[src/rtl/sdh_pkg.sv]
// Shared SDH framing constants, FSM state type and the byte-parallel
// 1+x^6+x^7 keystream helper used by the TX scrambler and RX descrambler.
package sdh_pkg;

  localparam int STM_N       = 1;
  localparam int ROW_BYTES   = 270 * STM_N;
  localparam int FRAME_BYTES = 2430 * STM_N;
  localparam int UNSCR_BYTES = 9 * STM_N;
  localparam int CNT_W       = $clog2(FRAME_BYTES);

  typedef logic [CNT_W-1:0] cnt_t;

  localparam cnt_t CNT_ZERO   = cnt_t'(0);
  localparam cnt_t CNT_ONE    = cnt_t'(1);
  localparam cnt_t B1_POS     = cnt_t'(ROW_BYTES);
  localparam cnt_t FRAME_LAST = cnt_t'(FRAME_BYTES - 1);
  localparam cnt_t SCR_FIRST  = cnt_t'(UNSCR_BYTES);
  localparam cnt_t SEED_POS   = cnt_t'(UNSCR_BYTES - 1);

  localparam logic [7:0] SCR_SEED  = 8'hFE;
  // The 7 state bits are the first 7 keystream bits, so the seed byte's top 7 bits.
  localparam logic [6:0] SCR_STATE = SCR_SEED[7:1];

  typedef enum logic [0:0] {
    HUNT = 1'b0,
    SYNC = 1'b1
  } frm_state_e;

  // Unrolls 15 sequence bits from state (state[6] is the next bit on the line):
  // result[14:7] is this byte's keystream, result[6:0] the state for the next byte.
  function automatic logic [14:0] lfsr_expand(input logic [6:0] st);
    logic [0:14] b;
    b[0:6] = st;
    for (int k = 7; k < 15; k++) begin
      b[k] = b[k-6] ^ b[k-7];
    end
    return b;
  endfunction

endpackage

[src/rtl/tx_scram_lfsr.sv]
// Byte-parallel frame-synchronous scrambler keystream generator (1+x^6+x^7),
// with seed load and per-byte advance; shared with the RX descrambler.
module tx_scram_lfsr
  import sdh_pkg::*;
(
  input  logic       clk,
  input  logic       rst_n,
  input  logic       load,
  input  logic       adv,
  output logic [7:0] ks
);

  logic [6:0]  state_r;
  logic [14:0] bits_s;

  assign bits_s = lfsr_expand(state_r);
  assign ks     = bits_s[14:7];

  // Keystream state: seed load takes priority over advancing.
  always_ff @(posedge clk or negedge rst_n) begin
    if (!rst_n) begin
      state_r <= SCR_STATE;
    end else if (load) begin
      state_r <= SCR_STATE;
    end else if (adv) begin
      state_r <= bits_s[6:0];
    end else begin
      state_r <= state_r;
    end
  end

endmodule

[src/rtl/tx_scram.sv]
// STM-N transmit scrambler: B1 (BIP-8) generation/insertion, frame-synchronous
// scrambling of all but the first SOH row, and forced all-ones (AIS) output.
module tx_scram
  import sdh_pkg::*;
(
  input  logic       sdh_clk,
  input  logic       rst_n,
  input  logic [7:0] tx_int_data,
  input  logic       tx_int_data_vld,
  input  logic       tx_frame_start,
  input  logic       tx_scramb_en,
  input  logic       tx_ais_en,
  input  logic [7:0] tx_b1_err_mask,
  output logic [7:0] tx_scr_data,
  output logic       tx_scr_data_vld,
  output logic [7:0] tx_b1,
  output logic       tx_sync
);

  frm_state_e state_r, state_nx;
  cnt_t       cnt_r, cnt_s, cnt_nx;
  logic       start_s, active_s, ais_r, vld_r, ks_load_s, ks_adv_s;
  logic [7:0] ks_s, byte_s, scr_s, out_s, acc_r, b1_hold_r, data_r;

  assign start_s = tx_int_data_vld & tx_frame_start;

  tx_scram_lfsr u_lfsr (
    .clk   (sdh_clk),
    .rst_n (rst_n),
    .load  (ks_load_s),
    .adv   (ks_adv_s),
    .ks    (ks_s)
  );

  // Framer state register.
  always_ff @(posedge sdh_clk or negedge rst_n) begin
    if (!rst_n) begin
      state_r <= HUNT;
    end else begin
      state_r <= state_nx;
    end
  end

  // Framer next state: SYNC is only left through reset.
  always_comb begin
    state_nx = state_r;
    case (state_r)
      HUNT:    state_nx = start_s ? SYNC : HUNT;
      SYNC:    state_nx = SYNC;
      default: state_nx = HUNT;
    endcase
  end

  // Per-byte datapath; a frame start byte is already treated as count 0, even from HUNT.
  always_comb begin
    active_s  = (state_r == SYNC) || start_s;
    cnt_s     = start_s ? CNT_ZERO : cnt_r;
    cnt_nx    = (cnt_s == FRAME_LAST) ? CNT_ZERO : cnt_s + CNT_ONE;
    byte_s    = (active_s && (cnt_s == B1_POS)) ? (b1_hold_r ^ tx_b1_err_mask) : tx_int_data;
    scr_s     = (active_s && (cnt_s >= SCR_FIRST) && tx_scramb_en) ? (byte_s ^ ks_s) : byte_s;
    out_s     = ais_r ? 8'hFF : scr_s;
    ks_load_s = !tx_scramb_en || (active_s && tx_int_data_vld && (cnt_s == SEED_POS));
    ks_adv_s  = active_s && tx_int_data_vld && tx_scramb_en && (cnt_s >= SCR_FIRST);
  end

  // Byte counter and BIP-8 over the transmitted (post-scramble, post-AIS) bytes.
  always_ff @(posedge sdh_clk or negedge rst_n) begin
    if (!rst_n) begin
      cnt_r     <= CNT_ZERO;
      acc_r     <= 8'h00;
      b1_hold_r <= 8'h00;
    end else if (!active_s) begin
      acc_r     <= 8'h00;
    end else if (tx_int_data_vld) begin
      cnt_r <= cnt_nx;
      if (cnt_s == CNT_ZERO) begin
        b1_hold_r <= acc_r;
        acc_r     <= out_s;
      end else begin
        acc_r     <= acc_r ^ out_s;
      end
    end else begin
      acc_r <= acc_r;
    end
  end

  // Line output registers; data holds across invalid cycles.
  always_ff @(posedge sdh_clk or negedge rst_n) begin
    if (!rst_n) begin
      ais_r  <= 1'b0;
      vld_r  <= 1'b0;
      data_r <= 8'h00;
    end else begin
      ais_r <= tx_ais_en;
      vld_r <= tx_int_data_vld;
      if (tx_int_data_vld) begin
        data_r <= out_s;
      end else begin
        data_r <= data_r;
      end
    end
  end

  assign tx_scr_data     = data_r;
  assign tx_scr_data_vld = vld_r;
  assign tx_b1           = b1_hold_r;
  assign tx_sync         = (state_r == SYNC);

endmodule

[config.mk]
export PLATFORM = sky130hd
export DESIGN_NAME = tx_scram
export DESIGN_NICKNAME = d
export VERILOG_FILES = /design/src/rtl/sdh_pkg.sv /design/src/rtl/tx_scram_lfsr.sv /design/src/rtl/tx_scram.sv
export SDC_FILE = /design/constraint.sdc
export NUM_CORES = 1
export LEC_CHECK = 0
export CAP_MARGIN = 20
export CORE_ASPECT_RATIO = 1.25
export CORE_MARGIN = 2
export CORE_UTILIZATION = 51
export CTS_BUF_LIST = sky130_fd_sc_hd__clkbuf_2
export DETAILED_ROUTE_END_ITERATION = 6
export MAX_ROUTING_LAYER = met4
export PLACE_DENSITY = 0.79
export SETUP_SLACK_MARGIN = 0.1
export SYNTH_ARGS = -nofsm -noshare
export SYNTH_HDL_FRONTEND = slang
export SYNTH_SLANG_ARGS = --single-unit
[constraint.sdc]
create_clock -name sdh_clk -period 2.24 [get_ports sdh_clk]
set_clock_uncertainty 0.1 [all_clocks]
set_input_delay 0.224 -clock sdh_clk [delete_from_list [all_inputs] [get_ports sdh_clk]]
set_output_delay 0.224 -clock sdh_clk [all_outputs]
set_load 0.02 [all_outputs]
Word level (Yosys, flattened, before mapping)
Index checks and enable logic that the tools add are counted.
{ "totals": {"register_bits": 46, "inputBits": 22} }
{ "op_classes": {"n_addsub": 1, "n_lt_le_gt_ge": 1, "n_eq_ne": 4, "n_mux": 12, "bitwise": 13, "reduce_logical": 14} }
{ "ops": {"columns": ["operator", "n"], "rows": [
  ["$mux 8", 6],
  ["$mux 12", 2],
  ["$xor 8x8->8", 3],
  ["$mux 7", 2],
  ["$add 12x1->12 const B", 1],
  ["$eq 12x12->1 const B", 1],
  ["$eq 12x4->1 const B", 1],
  ["$eq 12x9->1 const B", 1],
  ["$ge 12x4->1 const B", 1],
  ["$logic_not 12->1", 1],
  ["$xor 1x1->1", 8],
  ["$logic_and 1x1->1", 7],
  ["$reduce_and 3->1", 1],
  ["$logic_or 1x1->1", 2],
  ["$ne 2x2->1 const B", 1],
  ["$pmux 1 s2", 1],
  ["$reduce_and 2->1", 1],
  ["$reduce_bool 2->1", 1],
  ["$and 1x1->1", 1],
  ["$logic_not 1->1", 1],
  ["$mux 1", 1],
  ["$not 1->1", 1]
]} }

Depth between registers and ports, before layout
{ "depth": {"word_depth": 12, "ltp_mapped": 12, "mapped_depth_nobuf": 10} }

Hierarchy
From an unflattened synthesis, not the netlist that was laid out.
{ "unflattened": {"cells_unflattened": 323, "hier_area_um2": 3066.7} }
{ "by_module_without_submodules": {"columns": ["mod", "instances", "cells_each", "area_per_inst_um2", "seq_area_each_um2"], "rows": [
  ["tx_scram", 1, 293, 2687.6, 975.9],
  ["tx_scram_lfsr", 1, 30, 379.1, 183.9]
]} }

Worst setup path before layout
OpenSTA, ideal clock, no wires.
{ "synth_path": {"path_kind": "in2reg", "startpoint": "input port tx_int_data_vld", "endpoint": "register acc_r[1]", "arrival_ps": 2418, "path_slack_ps": -400, "cell_stages": 10, "path_buffers": 1, "cell_sequence": "nand2_1 clkbuf_1 nand2_1 ha_1 nor3b_1 o211a_1 nor2_1 a221oi_1 or3_1 a32o_1"} }
{ "synth_between": {"elab_chain_len": 12, "word_cells_on_any_way": 18} }
{ "synth_rtl": {"columns": ["item", "line_no", "rtl"], "rows": [
  ["start: declaration", "tx_scram.sv:9", "input logic tx_int_data_vld,"],
  ["parallel branches: the longest is 12 deep, another holds $ge 12x4->1", null, null],
  ["end signal: assignment", "tx_scram.sv:78", "acc_r <= out_s;"],
  ["end signal: assignment", "tx_scram.sv:80", "acc_r <= acc_r ^ out_s;"],
  ["end signal: assignment", "tx_scram.sv:83", "acc_r <= acc_r;"],
  ["end: declaration", "tx_scram.sv:23", "logic [7:0] ks_s, byte_s, scr_s, out_s, acc_r, b1_hold_r, data_r;"]
]} }
Parallel ways; which one is timed is not known. The select of a mux whose other input is x is not followed.
A chain may end at the register's enable or synchronous reset.

Worst setup path after layout
{ "layout_path": {"startpoint": "input port tx_int_data_vld", "endpoint": "register acc_r[6]"} }
The elaborated chain is that of the path after synthesis.

==> impl_summary.log <==
INFO  metric finalCritPeriodShare = 109.9%
INFO  metric period_minus_slack = 2.462 ns
INFO  metric start_kind = input pin
INFO  metric grt_start_max_net_pins = 47
INFO  metric synth-warning-count = 0
INFO  metric critical_path.reg2reg.endpoint = acc_r[6]
INFO  metric timing.fmax = 406.2 MHz
INFO  metric synthArstFlopShare = 100.0%
INFO  metric synthesized_area_per_cell = 9.783 um2
INFO  metric power.density = 634.3 nW/um2
INFO  metric drt_drc_violations_left = 0
INFO  metric share_seq_of_total_power = 43.2%
INFO  metric timing.rr.start = cnt_r[1]
INFO  metric groute.usage.overall = 31.47%
INFO  metric topRoutingLayerUsed = met4
INFO  metric worst-path-max-fanout = 8
INFO  metric port_buffers = 39
INFO  metric timing.critical_path.cells = clkdlybuf4s50_1, nand2_2, nand2_4, ha_2, nor3b_4, o211a_4, nor4b_1, and3_1, or3_1, a32o_1
INFO  metric die_width = 69.08 um
INFO  metric p_switching = 0.9514 mW
INFO  metric vias_per_cell = 6.592
INFO  metric synth_edf_count = 0
INFO  metric overall_via_count_from_detail_route = 2894
INFO  metric worst_margin_slew = 0.9413 ns
INFO  metric synth_seq_area_share = 42.96%
INFO  metric dp_worst_setup_slack = -0.7577 ns
INFO  metric critical-path-max-stage-delay = 0.51 ns
INFO  metric multiInputGateArea = 1787 um2
INFO  metric grt_setup_unrepaired = true
INFO  metric wl_met1 = 3275 um
INFO  metric cts.htree.levels = 2
INFO  metric area_growth_syn_to_layout = 49.68%
INFO  metric die_height = 85.35 um
INFO  metric worst_ep_arrival_time = 2.72 ns
INFO  metric power.switching_fraction = 37.11%
INFO  metric die_area = 5896 um2
INFO  metric timing.setup.tns = -1.556 ns
INFO  metric cell_internal_pwr = 1.612 mW
INFO  metric layout_setup_ws = -0.2216 ns
INFO  metric tritoncts = done
INFO  metric wire_length_of_the_first_global_routing_pass = 14260 um
INFO  metric ys_types = 48
INFO  metric gr-total-overflow = 0
INFO  metric worst_path_dominant_cell_family = simple AND/OR/NAND/NOR gates
INFO  metric detail_route.iter0.violations = 386
INFO  metric synth_nets = 302
INFO  metric comb_power_share = 43.0%
INFO  metric type_of_the_worst_setup_path = input pin to register
INFO  metric final_hold_viol_count = 0
INFO  metric clock_latency_late_sink = 0.43 ns
INFO  metric route.met2.wl = 4919 um
INFO  metric met3RoutedLength = 647 um
INFO  metric clk_pin_slew_worst_paths = 0.25 ns
INFO  metric synth_cells = 276
INFO  metric hold_path_class = input pin to register
INFO  metric drive_above_1_share = 36.60%
INFO  metric worstRegToRegCells = 8
INFO  metric hold_path_depth = 1
INFO  metric setup_slack_of_the_worst_register_to_register_path = -0.22 ns
INFO  metric synth_area = 2700 um2
INFO  metric ios = 40
INFO  metric gp_routability_congestion = 0.8698
INFO  metric route.detailed.wl_per_inst = 21.35 um
INFO  metric first_pass_iters = 5
INFO  metric final.fill_count = 302
INFO  metric cts_made_buffers = 5
INFO  metric worstHoldStart = tx_ais_en
INFO  metric sequential_cell_area = 1162 um2
INFO  metric core_box_area = 5080 um2
INFO  metric cts-root-to-sink-buffers = 2
INFO  metric number_of_nets_in_the_finished_design = 403
INFO  metric max-slew-margin-rel = 37.24%
INFO  metric max_cap_violations = 0
INFO  metric dp.final_hpwl = 5273 um
INFO  metric cp_data_required_time = 2.50 ns
INFO  metric setup-violations-final = 19
INFO  metric hold_path_end = ais_r
INFO  metric critical_path.n_buffers_inverters = 1
INFO  metric leakagePower = 1.678 nW
INFO  metric pwr-share-clk = 13.8%
INFO  metric ys.flop_type = dfrtp_1
INFO  metric grt_antenna_before_repair = 0
INFO  metric route.final.wire_length = 9372 um
INFO  metric antenna_left = 0
INFO  metric max_ir_drop_vdd = 0.3616 mV
INFO  metric drv_slew = 0
INFO  metric status = finished with violations
INFO  metric violations = negative setup slack
INFO  metric grt_pass1_vias = 2934
INFO  metric end_kind = register
INFO  metric n_diodes = 0
INFO  metric initial_core_util = 53.15%
INFO  metric clk_root_buffer_cell = clkbuf_2
INFO  metric synth.ff_latch_count = 46
INFO  metric placement_rows = 29
INFO  metric worst_path_max_delay_cell = clkdlybuf4s50_1
INFO  metric clock_sink_count = 46
## cells by family after synthesis
family	after synthesis	share of synthesized area [%]
xor gates and xnor gates	17	5.515
buffers and inverters	18	3.151
muxes	8	3.337
AOI/OAI and AO/OA	86	22.75
DFF	46	42.96
adders and majority gates	4	1.854
and+or+nand+nor	97	20.44
## timing repair
item / CTS / global route
hold endpoints to repair: 39 / 0
endpoints found under the setup margin: 24 / 33
gates resized for setup: 39 / 21
cloned: 1 / 1
buffers inserted: 8 / 3
pin swaps: 25 / 14
hold buffers: 1 / 0
## power by group through the flow
stage               clock (mW)  sequential (mW)  combinational, mW
finish                   0.353             1.11               1.10
global route             0.384             1.12               1.16
detailed placement           0             1.12              0.953
CTS                      0.351             1.10               1.04
floorplan                    0             1.20              0.425
global placement             0             1.10              0.930
## routing by layer
layer | vias to the layer above | GRT usage (%)
met4 | 0 | 18.72
met3 | 64 | 6.176
met1 | 1395 | 33.44
li1 | 1240 | -
met2 | 195 | 54.11
met5 | - | -
## worst max path at each step
stage	end	from	cells after the start	slack [ns]
floorplan	acc_r[0]	cnt_r[11]	7	-0.02
global placement	acc_r[0]	tx_int_data_vld	10	-0.61
detailed placement	acc_r[1]	tx_int_data_vld	11	-0.76
CTS	acc_r[3]	cnt_r[0]	9	-0.03
global route	acc_r[6]	cnt_r[1]	9	-0.30
finish	acc_r[6]	tx_int_data_vld	10	-0.22
## cells in the mapped netlist (all sizes together) (3+ instances only)
| library cell | n | area share [%] |
|---|---|---|
| nor2 | 6 | 0.93 |
| xnor2 | 15 | 4.9 |
| a21o | 7 | 1.9 |
| a221oi | 7 | 2.3 |
| ha | 4 | 1.9 |
| nor2b | 3 | 0.70 |
| nor4b | 7 | 2.3 |
| o211ai | 8 | 2.2 |
| dfstp | 7 | 6.8 |
| clkbuf | 9 | 1.3 |
| a21oi | 3 | 0.70 |
| buf | 6 | 1.5 |
| a22o | 4 | 1.3 |
| nand2 | 29 | 4.0 |
| and3 | 15 | 3.5 |
| or3 | 7 | 1.6 |
| mux2 | 8 | 3.3 |
| o31ai | 3 | 0.83 |
| nand4 | 3 | 0.70 |
| o21ai | 29 | 5.4 |
| o21a | 8 | 2.2 |
| inv | 3 | 0.42 |
| nand2b | 3 | 0.70 |
| nand3 | 15 | 2.8 |
| dfrtp | 39 | 36 |
| a32o | 9 | 3.3 |
## state kept, by name (all words and copies together) (netlist names)
| name | cells |
|---|---|
| acc_r | 8 |
| ais_r | 1 |
| cnt_r | 12 |
| tx_b1 | 8 |
| tx_scr_data | 8 |
| tx_scr_data_vld | 1 |
| tx_sync | 1 |
| u_lfsr.state_r | 7 |
## cell type report
| type | instances | area share (%) |
|---|---|---|
| Multi-Input combinational cell | 213 | 44.21 |
| Clock buffer | 6 | 0.7430 |
| Sequential cell | 46 | 28.76 |
| Clock inverter | 1 | 0.1858 |
| Inverter | 3 | 0.2786 |
| Tap cell | 62 | 1.920 |
| Timing Repair Buffer | 108 | 23.90 |
## layout by cell type (no fill, tap or decap), drive strengths merged, types with 9 or more instances in the layout
cell type      count
clkdlybuf4s50     38
buf               68
nand3             15
o21ai             29
a32o               9
nand2             29
and3              16
xnor2             15
dfrtp             39
## stage by stage
step | hold slack, ns | utilization, % | instance area (um2) | power, mW | instances
CTS | 0.1027 | 76.90 | 3906 | 2.487 | 435
global route | 0.1218 | 79.56 | 4041 | 2.667 | 439
detailed placement | 0.2529 | 71.26 | 3620 | 2.069 | 418
floorplan | -0.1716 | - | 2799 | 1.628 | 276
finish | 0.1500 | 79.56 | 4041 | 2.564 | 439
global placement | 0.2429 | 71.26 | 3620 | 2.034 | 418
Note: power is estimated with default switching activity, not from simulation.
